`src/rtl/s2p_if.sv`:
```
// Valid/ready bundle for the serial-to-parallel receiver: a one-bit serial
// stream in and an N-bit parallel word out.
interface s2p_if #(
  parameter int N = 8
);
  logic         ser_data;
  logic         ser_valid;
  logic         ser_ready;
  logic [N-1:0] par_data;
  logic         par_valid;
  logic         par_ready;
  logic         par_err;

  modport slave (
    input  ser_data, ser_valid, par_ready,
    output ser_ready, par_data, par_valid, par_err
  );

  modport master (
    output ser_data, ser_valid, par_ready,
    input  ser_ready, par_data, par_valid, par_err
  );
endinterface

```
`src/rtl/s2p.sv`:
```
// Serial-to-parallel receiver with a one-deep output register.
// Define S2P_PARITY_EN to expect an even-parity bit after each word.
module s2p #(
  parameter int N = 8
) (
  input  logic clk,
  input  logic rst,
  s2p_if.slave bus
);
  localparam int CW = $clog2(N + 1);
`ifdef S2P_PARITY_EN
  localparam int L = N + 1;
`else
  localparam int L = N;
`endif
  localparam logic [CW-1:0] LAST = CW'(L - 1);

  typedef enum logic {COLLECT, HOLD} state_e;

  state_e        state_q, state_d;
  logic [CW-1:0] count_q, count_d;
  logic [N-1:0]  shift_q, shift_d;
  logic [N-1:0]  par_data_q, par_data_d;
  logic          par_valid_q, par_valid_d;
  logic          ser_fire, par_fire, last_bit;
  logic [N-1:0]  shifted, word;
  logic          err_c;
  logic          par_err_q, par_err_d;
  logic          hold_err_q, hold_err_d;

  assign bus.ser_ready = (state_q == COLLECT) && !rst;
  assign bus.par_data  = par_data_q;
  assign bus.par_valid = par_valid_q;

  assign ser_fire = bus.ser_valid && bus.ser_ready;
  assign par_fire = par_valid_q && bus.par_ready;
  assign last_bit = (count_q == LAST);
  assign shifted  = {bus.ser_data, shift_q[N-1:1]};

`ifdef S2P_PARITY_EN
  // The final serial bit is parity only; the data is already in shift_q.
  assign word  = shift_q;
  assign err_c = ^{shift_q, bus.ser_data};
  assign bus.par_err = par_err_q;
`else
  assign word  = shifted;
  assign err_c = 1'b0;
  assign bus.par_err = 1'b0;
`endif

  always_ff @(posedge clk) begin
    if (rst) begin
      state_q     <= COLLECT;
      count_q     <= '0;
      shift_q     <= '0;
      par_data_q  <= '0;
      par_valid_q <= 1'b0;
      par_err_q   <= 1'b0;
      hold_err_q  <= 1'b0;
    end else begin
      state_q     <= state_d;
      count_q     <= count_d;
      shift_q     <= shift_d;
      par_data_q  <= par_data_d;
      par_valid_q <= par_valid_d;
      par_err_q   <= par_err_d;
      hold_err_q  <= hold_err_d;
    end
  end

  always_comb begin
    state_d     = state_q;
    count_d     = count_q;
    shift_d     = shift_q;
    par_data_d  = par_data_q;
    par_valid_d = par_valid_q && !par_fire;
    par_err_d   = par_err_q;
    hold_err_d  = hold_err_q;
    case (state_q)
      COLLECT: begin
        if (ser_fire) begin
          if (last_bit) begin
            count_d = '0;
            // Output register is free if empty or being drained this cycle.
            if (!par_valid_q || bus.par_ready) begin
              par_data_d  = word;
              par_err_d   = err_c;
              par_valid_d = 1'b1;
            end else begin
              state_d    = HOLD;
              shift_d    = word;
              hold_err_d = err_c;
            end
          end else begin
            count_d = count_q + CW'(1);
            shift_d = shifted;
          end
        end
      end
      HOLD: begin
        if (par_fire) begin
          par_data_d  = shift_q;
          par_err_d   = hold_err_q;
          par_valid_d = 1'b1;
          state_d     = COLLECT;
        end
      end
      default: state_d = COLLECT;
    endcase
  end
endmodule

```
`src/flat_wrapper.sv`:
```
// flat-port wrapper written by rule: the top's interface ports become plain ports
module s2p_flat 
#(
  parameter int N = 8
)
  (clk, rst, bus_ser_data, bus_ser_valid, bus_par_ready, bus_ser_ready, bus_par_data, bus_par_valid, bus_par_err);
  s2p_if #(.N(N)) bus_i ();
  input  logic clk;
  input  logic rst;
  input wire logic [$bits(bus_i.ser_data)-1:0] bus_ser_data;
  input wire logic [$bits(bus_i.ser_valid)-1:0] bus_ser_valid;
  input wire logic [$bits(bus_i.par_ready)-1:0] bus_par_ready;
  output wire logic [$bits(bus_i.ser_ready)-1:0] bus_ser_ready;
  output wire logic [$bits(bus_i.par_data)-1:0] bus_par_data;
  output wire logic [$bits(bus_i.par_valid)-1:0] bus_par_valid;
  output wire logic [$bits(bus_i.par_err)-1:0] bus_par_err;
  assign bus_i.ser_data = bus_ser_data;
  assign bus_i.ser_valid = bus_ser_valid;
  assign bus_i.par_ready = bus_par_ready;
  assign bus_ser_ready = bus_i.ser_ready;
  assign bus_par_data = bus_i.par_data;
  assign bus_par_valid = bus_i.par_valid;
  assign bus_par_err = bus_i.par_err;
  s2p #(.N(N)) u_core (.clk(clk), .rst(rst), .bus(bus_i));
endmodule
```
`config.mk`:
```
export PLATFORM = sky130hd
export DESIGN_NAME = s2p_flat
export DESIGN_NICKNAME = d
export VERILOG_FILES = /design/src/rtl/s2p_if.sv /design/src/rtl/s2p.sv /design/src/flat_wrapper.sv
export SDC_FILE = /design/constraint.sdc
export NUM_CORES = 1
export LEC_CHECK = 0
export CAP_MARGIN = 20
export CORE_MARGIN = 2
export CORE_UTILIZATION = 45
export DETAILED_ROUTE_END_ITERATION = 6
export GPL_ROUTABILITY_DRIVEN = 0
export PLACE_DENSITY = 0.69
export RECOVER_POWER = 25
export SLEW_MARGIN = 20
export SYNTH_ARGS = -nofsm -noshare
export SYNTH_HDL_FRONTEND = slang
export SYNTH_SLANG_ARGS = --single-unit
```
`constraint.sdc`:
```
create_clock -name clk -period 2 [get_ports clk]
set_input_delay 0.2 -clock clk [delete_from_list [all_inputs] [get_ports clk]]
set_output_delay 0.2 -clock clk [all_outputs]
set_load 0.005 [all_outputs]
```
==> out/metrics.yaml <==
crit_path_max_fanout: 8
cp_slowest_stage_delay_ns: 0.44
cp-endpoint: "u_core.shift_q[3]"
drt_wl_total_mm: 1.77
grt_pass1_vias: 688
core_area_um2: 2280
cts_buffers: 3
r2r_cells: 4
cp-end-kind: "flop"
ys_warn_count: 0
slew_viol_final: 0
final.min_clock_period_ns: 1.73
ctsHoldBuffers: 0
syn_to_final_growth_pct: 16.6
hold_viol_final: 0
fillerInstances: 204
worstPathArrival_ns: 1.93
vdd_drop_max_mv: 0.438
vias: 759
start_util: 0.487
r2r-end: "u_core.shift_q[3]"
cp_data_required_time_ns: 2.21
mostFrequentLayoutCell: "dfxtp_1"
drive_gt1_frac: 0.138
crit_chain: "ha_1 -> and3b_1 -> a21o_1 -> mux2_4"
root_buffer: "clkbuf_4"
grt_overflow: 0
die_h_um: 53.6
worstReg2RegStart: "u_core.count_q[0]"
worstSetupStartpoint: "u_core.count_q[0]"
syn-num-nets: 114
p_per_area_nw_per_um2: 587
fin_crit_sh: 0.864
antenna_cells: 0
fp-row-count: 17
layout_common_cells: "22 x dfxtp_1, 12 x nor2_1, 12 x nor2b_1, 11 x mux2i_1, 11 x clkdlybuf4s50_1"
netlist_area_um2: 1110
drc: 0
min_path_cells: 2
cts_buffer_depth: 2
ys_seq_elements: 22
grt_pass1_wl_mm: 2.96
pin_count: 16
dieArea_um2: 2870
setup_violations: 0
syn_area_per_cell_um2: 10.3
cts_resized: 0
setup.worst_path.class: "flop to flop"
ys_types: 30
slowest_stage: "a21o_1"
rrSetupSlack_ns: 0.27
cp_top_family: "compound AO/OA/AOI/OAI gates"
htree_levels: 1
fmax_mhz: 579
status: "complete, no violations"
drt.antenna.violating_nets: 0
grt_max_degree: 20
cap_violations: 0
final_cells: 151
cts_tree: "yes"
clk_pin_slew_ns: 0.12
dp_hpwl_mm: 1.28
port_buffers: 14
wl_per_cell_um: 11.7
drtIter0Drc: 7
cts.sink_count: 22
ys_seq_area_frac: 0.398
first_pass_iters: 4
die_w_um: 53.6
synthCells: 108
place_inst: 147
hp-class: "flop to flop"
fin_tns_setup_ns: 0
fin_skew_ns: 0.0130
routed_via_density: 5.03
crit_cells: 4
clock_latency_ns: 0.31
start_kind: "flop"
nets: 130
rsz0062_at_grt: "false"
cts_setup_buffers: 0
leakagePower_nw: 0.533
antenna_found_initial: 0
track_usage: 0.144
path_buf_inv: 0
[cell usage after synthesis]
library cell / instances / area share
mux2_4: 5 / 0.068
o21ai_0: 3 / 0.014
a21oi_1: 2 / 0.0090
nor3b_4: 1 / 0.017
nand2b_1: 5 / 0.028
dfxtp_1: 22 / 0.40
xnor2_1: 2 / 0.016
buf_6: 2 / 0.020
nor2_1: 12 / 0.041
mux2i_1: 11 / 0.099
or3_1: 1 / 0.0057
and3_1: 1 / 0.0057
nand3_1: 1 / 0.0045
ha_1: 1 / 0.011
nor4bb_1: 1 / 0.0090
and3b_1: 1 / 0.0079
buf_4: 1 / 0.0068
a31oi_1: 1 / 0.0057
a21o_1: 2 / 0.014
or3b_4: 1 / 0.010
a211oi_1: 1 / 0.0068
mux2_2: 2 / 0.020
clkbuf_1: 4 / 0.014
mux2_1: 6 / 0.061
nand2_1: 2 / 0.0068
buf_2: 1 / 0.0045
conb_1: 1 / 0.0034
a31oi_4: 1 / 0.019
nor2b_1: 12 / 0.068
inv_1: 2 / 0.0068
[stage by stage]
step                      instance area (um^2)  hold slack (ns)  setup WS, ns   util  power [W]
after detailed placement                  1270            0.482        0.0949  0.558   0.000521
after CTS                                 1310            0.500         0.256  0.574   0.000769
after global routing                      1290            0.509         0.181  0.567   0.000787
after floorplan                           1110            0.296         0.420      -   0.000501
after global placement                    1270            0.468         0.131  0.558   0.000519
final                                     1290            0.503         0.272  0.567   0.000757
[flip-flops by register name (all words and copies together) (netlist names)]
name and flops:
u_core.shift_q 8, u_core.count_q 4, u_core.bus.par_data 8, u_core.state_q 1, u_core.bus.par_valid 1
[layer usage]
metal	GRT usage	wire length [um]	vias to the layer above
met4	0.0897	31	0
met2	0.226	803	9
met5	0	0	-
li1	-	-	392
met1	0.182	886	354
met3	0.0250	43	4
[cell families after synthesis]
kind of cell / Yosys count / share of synthesized area
AO/OA/AOI/OAI: 10 / 0.0678
XOR/XNOR: 2 / 0.0158
adder cells (fa/ha/maj): 1 / 0.0113
buffers and inverters: 10 / 0.0520
flip-flops: 22 / 0.398
multiplexers: 24 / 0.249
other: 1 / 0.00339
AND/OR/NAND/NOR: 38 / 0.203
[tightest hold or removal path, cell delays in order, from the launching register on]
cell	delay, ns
dfxtp_1	0.34
o21ai_0	0.07
a21oi_1	0.07
[final cells by class]
cell class | instances | area, um^2 | area share
Tap cell | 28 | 35.0 | 0.0271
Clock buffer | 4 | 36.3 | 0.0281
Inverter | 2 | 7.51 | 0.00581
Sequential cell | 22 | 440 | 0.341
Multi-Input combinational cell | 76 | 598 | 0.463
Timing Repair Buffer | 19 | 174 | 0.135
[report_power, final]
group	switching, W	internal, W
Sequential	0.00000562	0.000445
Combinational	0.0000274	0.0000294
Clock	0.000139	0.000111
[worst min path at each step]
stage	from	end	slack [ns]
global placement	u_core.count_q[3]	u_core.count_q[3]	0.47
finish	u_core.count_q[3]	u_core.count_q[3]	0.50
detailed placement	u_core.count_q[3]	u_core.count_q[3]	0.48
floorplan	bus_par_ready	u_core.state_q	0.30
global route	bus_ser_data	u_core.shift_q[7]	0.51
CTS	u_core.count_q[3]	u_core.count_q[3]	0.50
Power figures use the tool's default switching activity.
